==> src/rtl/axi_sram_slave.sv <==
// axi_sram_slave: AXI3 single-beat/INCR slave over one single-port synchronous SRAM.
// Independent read and write FSMs share the SRAM port; the read side wins the port.
module axi_sram_slave #(
  parameter int RAM_AW = 16
) (
  input  logic              aclk,
  input  logic              aresetn,
  input  logic [3:0]        arid,
  input  logic [31:0]       araddr,
  input  logic [7:0]        arlen,
  input  logic [2:0]        arsize,
  input  logic [1:0]        arburst,
  input  logic              arvalid,
  output logic              arready,
  output logic [3:0]        rid,
  output logic [31:0]       rdata,
  output logic [1:0]        rresp,
  output logic              rlast,
  output logic              rvalid,
  input  logic              rready,
  input  logic [3:0]        awid,
  input  logic [31:0]       awaddr,
  input  logic [7:0]        awlen,
  input  logic [2:0]        awsize,
  input  logic [1:0]        awburst,
  input  logic              awvalid,
  output logic              awready,
  input  logic [3:0]        wid,
  input  logic [31:0]       wdata,
  input  logic [3:0]        wstrb,
  input  logic              wlast,
  input  logic              wvalid,
  output logic              wready,
  output logic [3:0]        bid,
  output logic [1:0]        bresp,
  output logic              bvalid,
  input  logic              bready,
  output logic              ram_en,
  output logic [3:0]        ram_we,
  output logic [RAM_AW-1:0] ram_addr,
  output logic [31:0]       ram_wdata,
  input  logic [31:0]       ram_rdata
);
  typedef enum logic [1:0] {R_IDLE, R_RD, R_CAP, R_RESP} rstate_t;
  typedef enum logic [1:0] {W_IDLE, W_DATA, W_RESP} wstate_t;

  rstate_t     r_rst;
  logic [3:0]  r_rid;
  logic [31:0] r_raddr;
  logic [7:0]  r_rlen;
  logic [7:0]  r_rbeat;
  logic [1:0]  r_rsize;
  logic        r_rbad;
  logic [31:0] r_rdata;

  wstate_t     r_wst;
  logic [3:0]  r_bid;
  logic [31:0] r_waddr;
  logic [7:0]  r_wlen;
  logic [7:0]  r_wbeat;
  logic [1:0]  r_wsize;
  logic        r_wbad;
  logic        r_werr;

  logic w_rd;
  logic w_wbeat;
  logic w_unused;

  assign w_unused = ^wid;
  assign w_rd     = r_rst == R_RD;
  assign w_wbeat  = wvalid && wready;

  assign arready = r_rst == R_IDLE;
  assign rvalid  = r_rst == R_RESP;
  assign rlast   = rvalid && r_rbeat == r_rlen;
  assign rid     = r_rid;
  assign rdata   = r_rdata;
  assign rresp   = r_rbad ? 2'b10 : 2'b00;

  assign awready = r_wst == W_IDLE;
  assign wready  = r_wst == W_DATA && !w_rd;
  assign bvalid  = r_wst == W_RESP;
  assign bid     = r_bid;
  assign bresp   = (r_werr || r_wbad) ? 2'b10 : 2'b00;

  // bad-burst transfers keep their handshake timing but never touch the SRAM
  assign ram_en    = (w_rd && !r_rbad) || (w_wbeat && !r_wbad);
  assign ram_we    = (w_wbeat && !r_wbad) ? wstrb : 4'd0;
  assign ram_addr  = w_rd ? r_raddr[RAM_AW+1:2] : r_waddr[RAM_AW+1:2];
  assign ram_wdata = wdata;

  always_ff @(posedge aclk or negedge aresetn)
    if (!aresetn) begin
      r_rst   <= R_IDLE;
      r_rid   <= '0;
      r_raddr <= '0;
      r_rlen  <= '0;
      r_rbeat <= '0;
      r_rsize <= '0;
      r_rbad  <= 1'b0;
      r_rdata <= '0;
    end else
      case (r_rst)
        R_IDLE: if (arvalid) begin
          r_rid   <= arid;
          r_raddr <= araddr;
          r_rlen  <= arlen;
          r_rbeat <= '0;
          r_rsize <= (arsize > 3'd2) ? 2'd2 : arsize[1:0];
          r_rbad  <= arburst != 2'b01;
          r_rst   <= R_RD;
        end
        R_RD: r_rst <= R_CAP;
        R_CAP: begin
          r_rdata <= r_rbad ? '0 : ram_rdata;
          r_rst   <= R_RESP;
        end
        default: if (rready) begin
          r_rst   <= rlast ? R_IDLE : R_RD;
          r_raddr <= rlast ? r_raddr : r_raddr + (32'd1 << r_rsize);
          r_rbeat <= rlast ? r_rbeat : r_rbeat + 8'd1;
        end
      endcase

  always_ff @(posedge aclk or negedge aresetn)
    if (!aresetn) begin
      r_wst   <= W_IDLE;
      r_bid   <= '0;
      r_waddr <= '0;
      r_wlen  <= '0;
      r_wbeat <= '0;
      r_wsize <= '0;
      r_wbad  <= 1'b0;
      r_werr  <= 1'b0;
    end else
      case (r_wst)
        W_IDLE: if (awvalid) begin
          r_bid   <= awid;
          r_waddr <= awaddr;
          r_wlen  <= awlen;
          r_wbeat <= '0;
          r_wsize <= (awsize > 3'd2) ? 2'd2 : awsize[1:0];
          r_wbad  <= awburst != 2'b01;
          r_werr  <= 1'b0;
          r_wst   <= W_DATA;
        end
        W_DATA: if (w_wbeat) begin
          r_waddr <= r_waddr + (32'd1 << r_wsize);
          r_wbeat <= r_wbeat + 8'd1;
          r_werr  <= r_werr || (wlast != (r_wbeat == r_wlen));
          r_wst   <= (r_wbeat == r_wlen) ? W_RESP : W_DATA;
        end
        default: if (bready) r_wst <= W_IDLE;
      endcase
endmodule
==> config.mk <==
export PLATFORM = sky130hd
export DESIGN_NAME = axi_sram_slave
export DESIGN_NICKNAME = d
export VERILOG_FILES = /design/src/rtl/axi_sram_slave.sv
export SDC_FILE = /design/constraint.sdc
export NUM_CORES = 1
export LEC_CHECK = 0
export ABC_AREA = 1
export CAP_MARGIN = 20
export CORE_ASPECT_RATIO = 0.5
export CORE_UTILIZATION = 48
export DETAILED_ROUTE_END_ITERATION = 6
export GPL_TIMING_DRIVEN = 0
export PLACE_DENSITY = 0.95
export SLEW_MARGIN = 25
export SYNTH_ARGS = -nofsm -noshare
export SYNTH_HDL_FRONTEND = slang
export SYNTH_SLANG_ARGS = --single-unit
==> constraint.sdc <==
create_clock -name aclk -period 4.7 [get_ports aclk]
set_input_delay 0.94 -clock aclk [delete_from_list [all_inputs] [get_ports aclk]]
set_output_delay 0.94 -clock aclk [all_outputs]
set_load 0.005 [all_outputs]
* Yosys cells after proc, flatten, opt, wreduce, memory -nomap -nowiden *
Cells that the tools add are included.
Widths: inputs -> output; s select.

operators by class
  bitwise logic cells = 1
  reductions and logical operators = 24
  equality and inequality tests = 14
  $lt $le $gt $ge = 2
  shifts and indexed selects = 2
  add/sub/neg operators = 4
  muxes and demuxes = 33

operator list
  kind                  count
  $mux 32               6
  $pmux 32 s2           2
  $add 32x32->32        2
  $shl 1x2->32 const A  2
  $mux 8                5
  $pmux 8 s2            2
  $mux 2                10
  $add 8x1->8 const B   2
  $eq 8x8->1            2
  $mux 16               1
  $ne 2x2->1 const B    4
  $eq 2x2->1 const B    3
  $gt 3x2->1 const B    2
  $pmux 2 s3            1
  $reduce_and 2->1      3
  $reduce_and 3->1      2
  $logic_and 1x1->1     5
  $eq 2x1->1 const B    2
  $logic_not 2->1       2
  $mux 4                1
  $ne 2x1->1 const B    2
  $pmux 2 s2            1
  $reduce_and 4->1      1
  $reduce_bool 2->1     2
  other kinds (9)       15

storage, ports and cells
  output and inout port bits = 103
  logic and storage cells = 96
  bits in registers = 147
  bits of input ports = 178

* Depth between registers and ports, before layout *
Gate-level depths: netlist (run 1).

  depth after elaboration = 6
  depth in mapped cells = 13

* Worst setup path after synthesis (run 1) *
No wires, ideal clock.

  path kind = input port to output port
  start = input wvalid
  end = output ram_we[0]
  arrival = 1.447 ns
  stages = 5
  path slack = 2.313 ns
  required time = 3.760 ns
  path buffers = 1
  cell sequence = nand2_2 inv_1 buf_2 nand2_1 nor2_1

on the way
  longest elaborated chain between the ends = 3

ends and longest elaborated chain
  element            RTL line  source
  from (decl)        32        input logic wvalid,
  $logic_and 1x1->1  71        assign w_wbeat = wvalid && wready;
  $logic_and 1x1->1  88        assign ram_we = (w_wbeat && !r_wbad) ? wstrb : 4'd0;
  $mux 4             88
  to (decl)          39        output logic [3:0] ram_we,

No other way between the ends.

* Final worst setup path (run 1) *
  start = input wvalid
  end = output ram_we[3]

The elaborated chain is that of the path after synthesis.

==> impl_metrics.py, run 1 <==
metrics = {
    "routing": {
        "firstDrtPassIters": 6,
        "post_drt_wl_per_cell_um": 15.48,
        "ant_nets": 0,
        "wirelength_mm": 22.14,
        "drt_iter0_drc": 610,
        "via_count": 7521,
        "via_per_inst": 5.259,
        "drc": 0,
    },
    "yosys": {
        "synth-seq-cells": 119,
        "synth.top_cell.area_share": 0.4191,
        "synth.area.top_cells": "dfrtp_1 (42%), nand2_1 (16%), inv_1 (6.8%)",
        "yosys_warnings": 0,
        "ys_seq_area_frac": 0.4191,
        "yosysTopAreaCell": "dfrtp_1",
        "syn_area_sq_mm": 0.007106,
        "syn-instance-count": 990,
        "synth_cell_types": 36,
        "syn_area_per_cell_sq_um": 7.177,
    },
    "timing": {
        "setup_violations": 0,
        "rsz0062_at_grt": "no",
        "slew_viol_final": 0,
        "slew_headroom": 0.6283,
        "fin_skew_ns": 0.008857,
        "hold_slack_ns": 0.4344,
        "max_freq_ghz": 0.2730,
        "worst_slew_pin_slew_ns": 0.5576,
        "finalHoldViolCount": 0,
        "finalCritPeriodShare": 0.7793,
        "post-route-min-period_ns": 3.663,
    },
    "cts": {
        "clk_pin_slew_ns": 0.07,
        "hold_buffers": 0,
        "cts_root_buf": "clkbuf_16",
        "cts_max_level": 4,
        "clkLatencyLatePin_ns": 0.41,
        "cts_setup_buffers": 0,
        "cts_resized": 0,
        "clockBufferDepth": 2,
        "cts_tree": "done",
        "cts_sinks": 119,
        "numCtsBuffers": 17,
    },
    "worst_setup_path": {
        "cp_top_family": "buffers and inverters",
        "r2r-start": "r_wsize[0]",
        "slowest_stage": "clkdlybuf4s50_1",
        "critPathKind": "in -> out",
        "max_stage_delay_ns": 0.52,
        "end_kind": "primary output",
        "crit_fanout": 10,
        "cpMostUsedCell": "clkdlybuf4s50_1",
        "startpoint": "wvalid",
        "crit_required_ns": 3.76,
        "path_buf_inv": 4,
        "cp_cell_sequence": "clkdlybuf4s50_1, nand2_2, inv_1, buf_2, nand2_1, nor2_1, clkdlybuf4s50_1",
        "start_kind": "primary input",
        "cp.arrival_ns": 2.72,
    },
    "cells_and_area": {
        "layout-drive-gt1-share": 0.07835,
        "final_nets": 1419,
        "area_growth_pct": 42.42,
        "fin_cells": 1430,
        "n_antenna_cell": 0,
    },
    "pwr": {
        "peakVddDrop_mv": 0.3318,
        "p_clk_frac": 0.208,
        "power_density_mw_per_mm2": 626.4,
        "p_sw_frac": 0.4266,
        "intPower_uw": 3635,
        "p_leak_uw": 0.004780,
        "seqPwrFrac": 0.289,
        "power_frac_comb": 0.503,
        "p_sw_uw": 2704,
    },
    "die": {
        "die-area_sq_mm": 0.01532,
        "initial_utilization": 0.5075,
        "die_w_um": 174.1,
        "placementRows": 30,
        "core_area_sq_mm": 0.01400,
        "ioPinCount": 281,
        "die_h_um": 88.04,
    },
    "outcome": {
        "outcome": "complete, no violations",
    },
    "job": {
        "drv_cap": 0,
    },
    "placed_design": {
        "port_buffers": 214,
        "place_inst": 1398,
        "gp_routability_congestion": 0.9692,
        "post-dp-hpwl_mm": 16.13,
    },
    "global_routing": {
        "grt_pass1_vias": 7395,
        "grt_overflow": 0,
        "antenna_found_initial": 0,
        "grt_usage": 0.2941,
        "grt_pass1_wl_mm": 35.38,
        "grt_max_degree": 70,
    },
    "hold_path": {
        "hold_path.class": "in -> async",
    },
}
## placed cells by master (no fill, tap or decap), drive strengths merged, types with 3 or more instances in the layout
master,count
nand2,302
clkdlybuf4s50,213
inv,136
dfrtp,119
nand3,95
o21ai,93
nor2,73
buf,52
clkbuf,39
xnor2,14
ha,14
nor3,12
nand4,11
a21oi,11
or2,9
xor2,8
clkinv,8
nand3b,6
o22ai,3
o221ai,3
## area by class of cell
type                       count  area, sq um
buffer                        72        454.2
tap                          192        240.2
multi-input combinational    667         3178
sequential                   119         2978
fill                        1063         3881
clock inverter                15        170.2
clock buffer                  17        425.4
inverter                     133        499.2
timing repair buffer         215         2175
## synthesized netlist by cell type
cell type and number:
nor3_1 12, nand2_2 2, fa_1 2, inv_2 4, conb_1 1, ha_1 14, dfrtp_1 119, a31oi_1 1
o221ai_1 3, and3_1 1, clkbuf_1 22, buf_6 5, clkinv_1 1, a221oi_1 2, a21oi_1 11, buf_1 4
nand3b_1 6, o211ai_1 1, o21bai_1 1, nor2_4 1, nand2_1 300, a22o_1 1, o22ai_1 3, o21ai_1 11
nor2_1 71, xnor2_1 14, buf_4 38, or2_2 9, o21ai_0 82, nand4_1 11, o31ai_1 2, inv_1 128
buf_2 3, nor2_2 1, nand3_1 95, xor2_1 8
## registers in the layout, summed over array words and instances (netlist names), 2 cells and up
signal and cells:
bid 4, r_raddr 18, r_rbeat 8, r_rlen 8
r_rsize 2, r_rst 2, r_waddr 18, r_wbeat 8
r_wlen 8, r_wsize 2, r_wst 2, rdata 32
rid 4
## worst paths after layout
path                          endpoint  slack, ns  cells past startpoint
setup / recovery             ram_we[3]       1.04                      7
hold / removal               rdata[19]       0.43                      1
setup reg to reg           r_waddr[10]       2.30                     11
hold reg to reg                 rid[0]       0.48                      2
max in group asynchronous  r_raddr[16]       3.56                      2
min in group aclk               rid[0]       0.48                      2
## through the flow
step	setup slack [ns]	total power (uW)	area (sq um)	TNS, ns	util
floorplan	2.313	3607	7109	0	-
global placement	-1.928	4801	9492	-228.00	0.6779
detailed placement	1.050	4951	9524	0	0.6803
CTS	1.040	6304	10120	0	0.7228
global route	0.9861	6784	10120	0	0.7228
finish	1.037	6339	10120	0	0.7228
## worst reg2reg max path, delay by kind of cell (launching register included)
family                   cells  cell delay [ns]
adder cells (fa/ha/maj)      2             0.62
flip-flops                   1             0.41
buffers and inverters        1             0.06
AO/OA/AOI/OAI                1             0.08
AND/OR/NAND/NOR              7             1.10
## power by group through the flow
stage | clock network, uW | logic, uW | registers (uW)
after floorplan | 0 | 1870 | 1740
after global placement | 0 | 2990 | 1810
after detailed placement | 0 | 3120 | 1830
after CTS | 1320 | 3160 | 1820
after global routing | 1380 | 3520 | 1890
final | 1320 | 3190 | 1830
## kinds of logic (layout without fill, tap and decap cells)
group	Yosys count	in the layout	share of synthesized area
AND/OR/NAND/NOR	509	509	0.3004
buffers and inverters	205	452	0.1342
flip-flops	119	119	0.4191
AO/OA/AOI/OAI	118	118	0.08840
XOR/XNOR	22	22	0.02712
adder cells (fa/ha/maj)	16	16	0.03029
other	1	2	0.0005278
## per-layer routing
layer / up-vias / routed length (um) / track usage / part of all wire
li1: 3562 / - / - / -
met1: 3484 / 8772 / 0.3543 / 0.40
met2: 411 / 10750 / 0.5302 / 0.49
met3: 64 / 1994 / 0.05556 / 0.090
met4: 0 / 620 / 0.1188 / 0.028
met5: - / 0 / 0 / 0
(Power assumes the default switching activity.)
==> run 2: changes to the inputs <==
CORE_UTILIZATION = 40   (was 48)
PLACE_DENSITY = 0.88   (was 0.95)
clock period = 3.2 ns   (was 4.7 ns; I/O delays follow)
==> run 2 against run 1 <==
Cell area grew 0.47%. Non-clock buffer count is the same. Count of clock-buffer cells in the layout grew 6. Via count shrank 0.85%. Sequential power grew 47%. Critical endpoint is now ram_addr[8]. Worst setup slack lost 0.87 ns. Combinational power grew 47%.
==> impl_metrics.py, run 2 (same netlist as run 1, synthesis figures left out) <==
metrics = {
    "pwr": {
        "p_leak_uw": 0.004780,
        "power_density_mw_per_mm2": 908.9,
        "peakVddDrop_mv": 0.4968,
        "p_sw_uw": 3875,
        "power_frac_comb": 0.507,
        "intPower_uw": 5366,
        "p_sw_frac": 0.4194,
        "fin_total_pwr_uw": 9241,
        "seqPwrFrac": 0.291,
        "p_clk_frac": 0.202,
    },
    "worst_setup_path": {
        "r2r_end": "r_waddr[12]",
        "critPathKind": "reg -> out",
        "max_stage_delay_ns": 0.58,
        "start_kind": "register",
        "cp_cell_sequence": "inv_1, ha_2, clkbuf_1, nand2_1, o21ai_0, clkdlybuf4s50_1",
        "cp.arrival_ns": 2.40,
        "end_kind": "primary output",
        "rr_worst_depth": 12,
        "crit_fanout": 10,
        "r2r-start": "r_wsize[0]",
        "slowest_stage": "clkdlybuf4s50_1",
        "rrSetupSlack_ns": 0.86,
        "crit_required_ns": 2.56,
    },
    "cells_and_area": {
        "largest_register_ffs": 32,
        "final_util": 0.5858,
        "fin_cells": 1470,
        "fin_area_sq_mm": 0.01017,
        "n_antenna_cell": 0,
        "area_growth_pct": 43.09,
        "final_nets": 1419,
        "layout_commonest_cell": "nand2_1",
        "mostFrequentLayoutCells": "nand2_1 (299), clkdlybuf4s50_1 (213), inv_1 (128), dfrtp_1 (119), nand3_1 (95)",
        "layout-drive-gt1-share": 0.07929,
    },
    "job": {
        "drv_cap": 0,
    },
    "global_routing": {
        "grt_pass1_wl_mm": 35.05,
        "grt_pass1_vias": 7198,
        "antenna_found_initial": 0,
        "grt_max_degree": 84,
        "grt_overflow": 0,
        "grt_usage": 0.2454,
    },
    "timing": {
        "slew_headroom": 0.6090,
        "post-route-min-period_ns": 3.036,
        "setup_violations": 0,
        "finalHoldViolCount": 0,
        "hold_slack_ns": 0.1057,
        "max_freq_ghz": 0.3293,
        "finalCritPeriodShare": 0.9488,
        "rsz0062_at_grt": "no",
        "fin_skew_ns": 0.01178,
        "worst_slew_pin_slew_ns": 0.5865,
        "slew_viol_final": 0,
    },
    "routing": {
        "post_drt_wl_per_cell_um": 14.94,
        "firstDrtPassIters": 6,
        "drt_iter0_drc": 558,
        "via_count": 7457,
        "via_per_inst": 5.073,
        "drc": 0,
        "ant_nets": 0,
        "wirelength_mm": 21.96,
    },
    "placed_design": {
        "dpl_cell_area_sq_mm": 0.009577,
        "post-dp-hpwl_mm": 16.40,
        "place_inst": 1440,
        "gp_routability_congestion": 0.9156,
        "port_buffers": 214,
    },
    "die": {
        "die_h_um": 96.25,
        "core_area_sq_mm": 0.01736,
        "initial_utilization": 0.4094,
        "placementRows": 34,
        "die_w_um": 190.5,
        "die-area_sq_mm": 0.01833,
        "ioPinCount": 281,
    },
    "cts": {
        "cts_max_level": 4,
        "clockBufferDepth": 2,
        "cts_tree": "done",
        "numCtsBuffers": 17,
        "hold_buffers": 0,
        "clkLatencyLatePin_ns": 0.40,
        "cts_sinks": 119,
        "clk_pin_slew_ns": 0.06,
        "cts_root_buf": "clkbuf_16",
    },
    "hold_path": {
        "hold_path.class": "in -> async",
    },
    "outcome": {
        "outcome": "complete, no violations",
    },
}
-- run 2: changes by cell type in the layout (fill, tap and decap cells not counted), sizes merged --
cell	before	now
bufinv	2	1
clkbuf	39	45
clkinv	8	5
inv	136	132
-- run 2: timing repair --
| action | 4_1_cts | 5_1_grt |
|---|---|---|
| setup endpoints to repair | 5 | 6 |
| endpoints found under the hold margin | 0 | 0 |
| buffers inserted | 0 | 0 |
| gates resized for setup | 1 | 5 |
| cloned | 0 | 0 |
-- run 2: layout make-up --
cell class,count,area [sq um]
Fill cell,1555,7189
Buffer,72,457.9
Clock inverter,7,68.82
Inverter,133,499.2
Tap cell,234,292.8
Timing Repair Buffer,215,2175
Clock buffer,23,508.0
Sequential cell,119,2978
Multi-Input combinational cell,667,3188
-- run 2: how the worst max path moves through the flow --
| stage | slack, ns | depth (start not counted) | to | from |
|---|---|---|---|---|
| 6_report | 0.16 | 6 | ram_addr[8] | r_rst[1] |
| 3_3_place_gp | -3.17 | 1 | rdata[13] | aresetn |
| 2_1_floorplan | 1.18 | 11 | r_waddr[10] | r_wsize[0] |
| 3_5_place_dp | 0.14 | 7 | ram_en | wvalid |
| 4_1_cts | 0.0008 | 9 | ram_en | r_rst[1] |
| 5_1_grt | 0.02 | 9 | ram_we[0] | r_rst[1] |
-- run 2: power groups by stage --
stage / logic (uW) / clock network [uW] / registers [uW]
final: 4690 / 1860 / 2690
after CTS: 4640 / 1880 / 2670
after global placement: 4430 / 0 / 2650
after global routing: 5180 / 1960 / 2760
after detailed placement: 4600 / 0 / 2680
after floorplan: 2740 / 0 / 2560
-- run 2: metal layers --
layer / track usage / share of wire
met5: 0 / 0
met4: 0.1213 / 0.035
met2: 0.4345 / 0.48
met1: 0.2963 / 0.42
met3: 0.03719 / 0.062
-- run 2: per-stage QoR --
stage          setup TNS, ns  worst slack (ns)
2_1_floorplan              0             1.175
4_1_cts                    0         0.0007780
5_1_grt                    0           0.02203
3_3_place_gp         -375.45            -3.166
6_report                   0            0.1637
3_5_place_dp               0            0.1421
-- run 2: critical path: cells and delay by family, from the launching register on --
kind	cells	cell delay, ns
fa+ha+maj	1	0.28
compound gates	1	0.16
simple gates	1	0.11
buf+inv	3	1.05
flops	1	0.40
==> run 3: changes to the inputs <==
CTS_CLUSTER_SIZE = 16   (was not set)
==> results of run 3 <==
The final DEF is identical to that of run 2; final timing and power are the same.
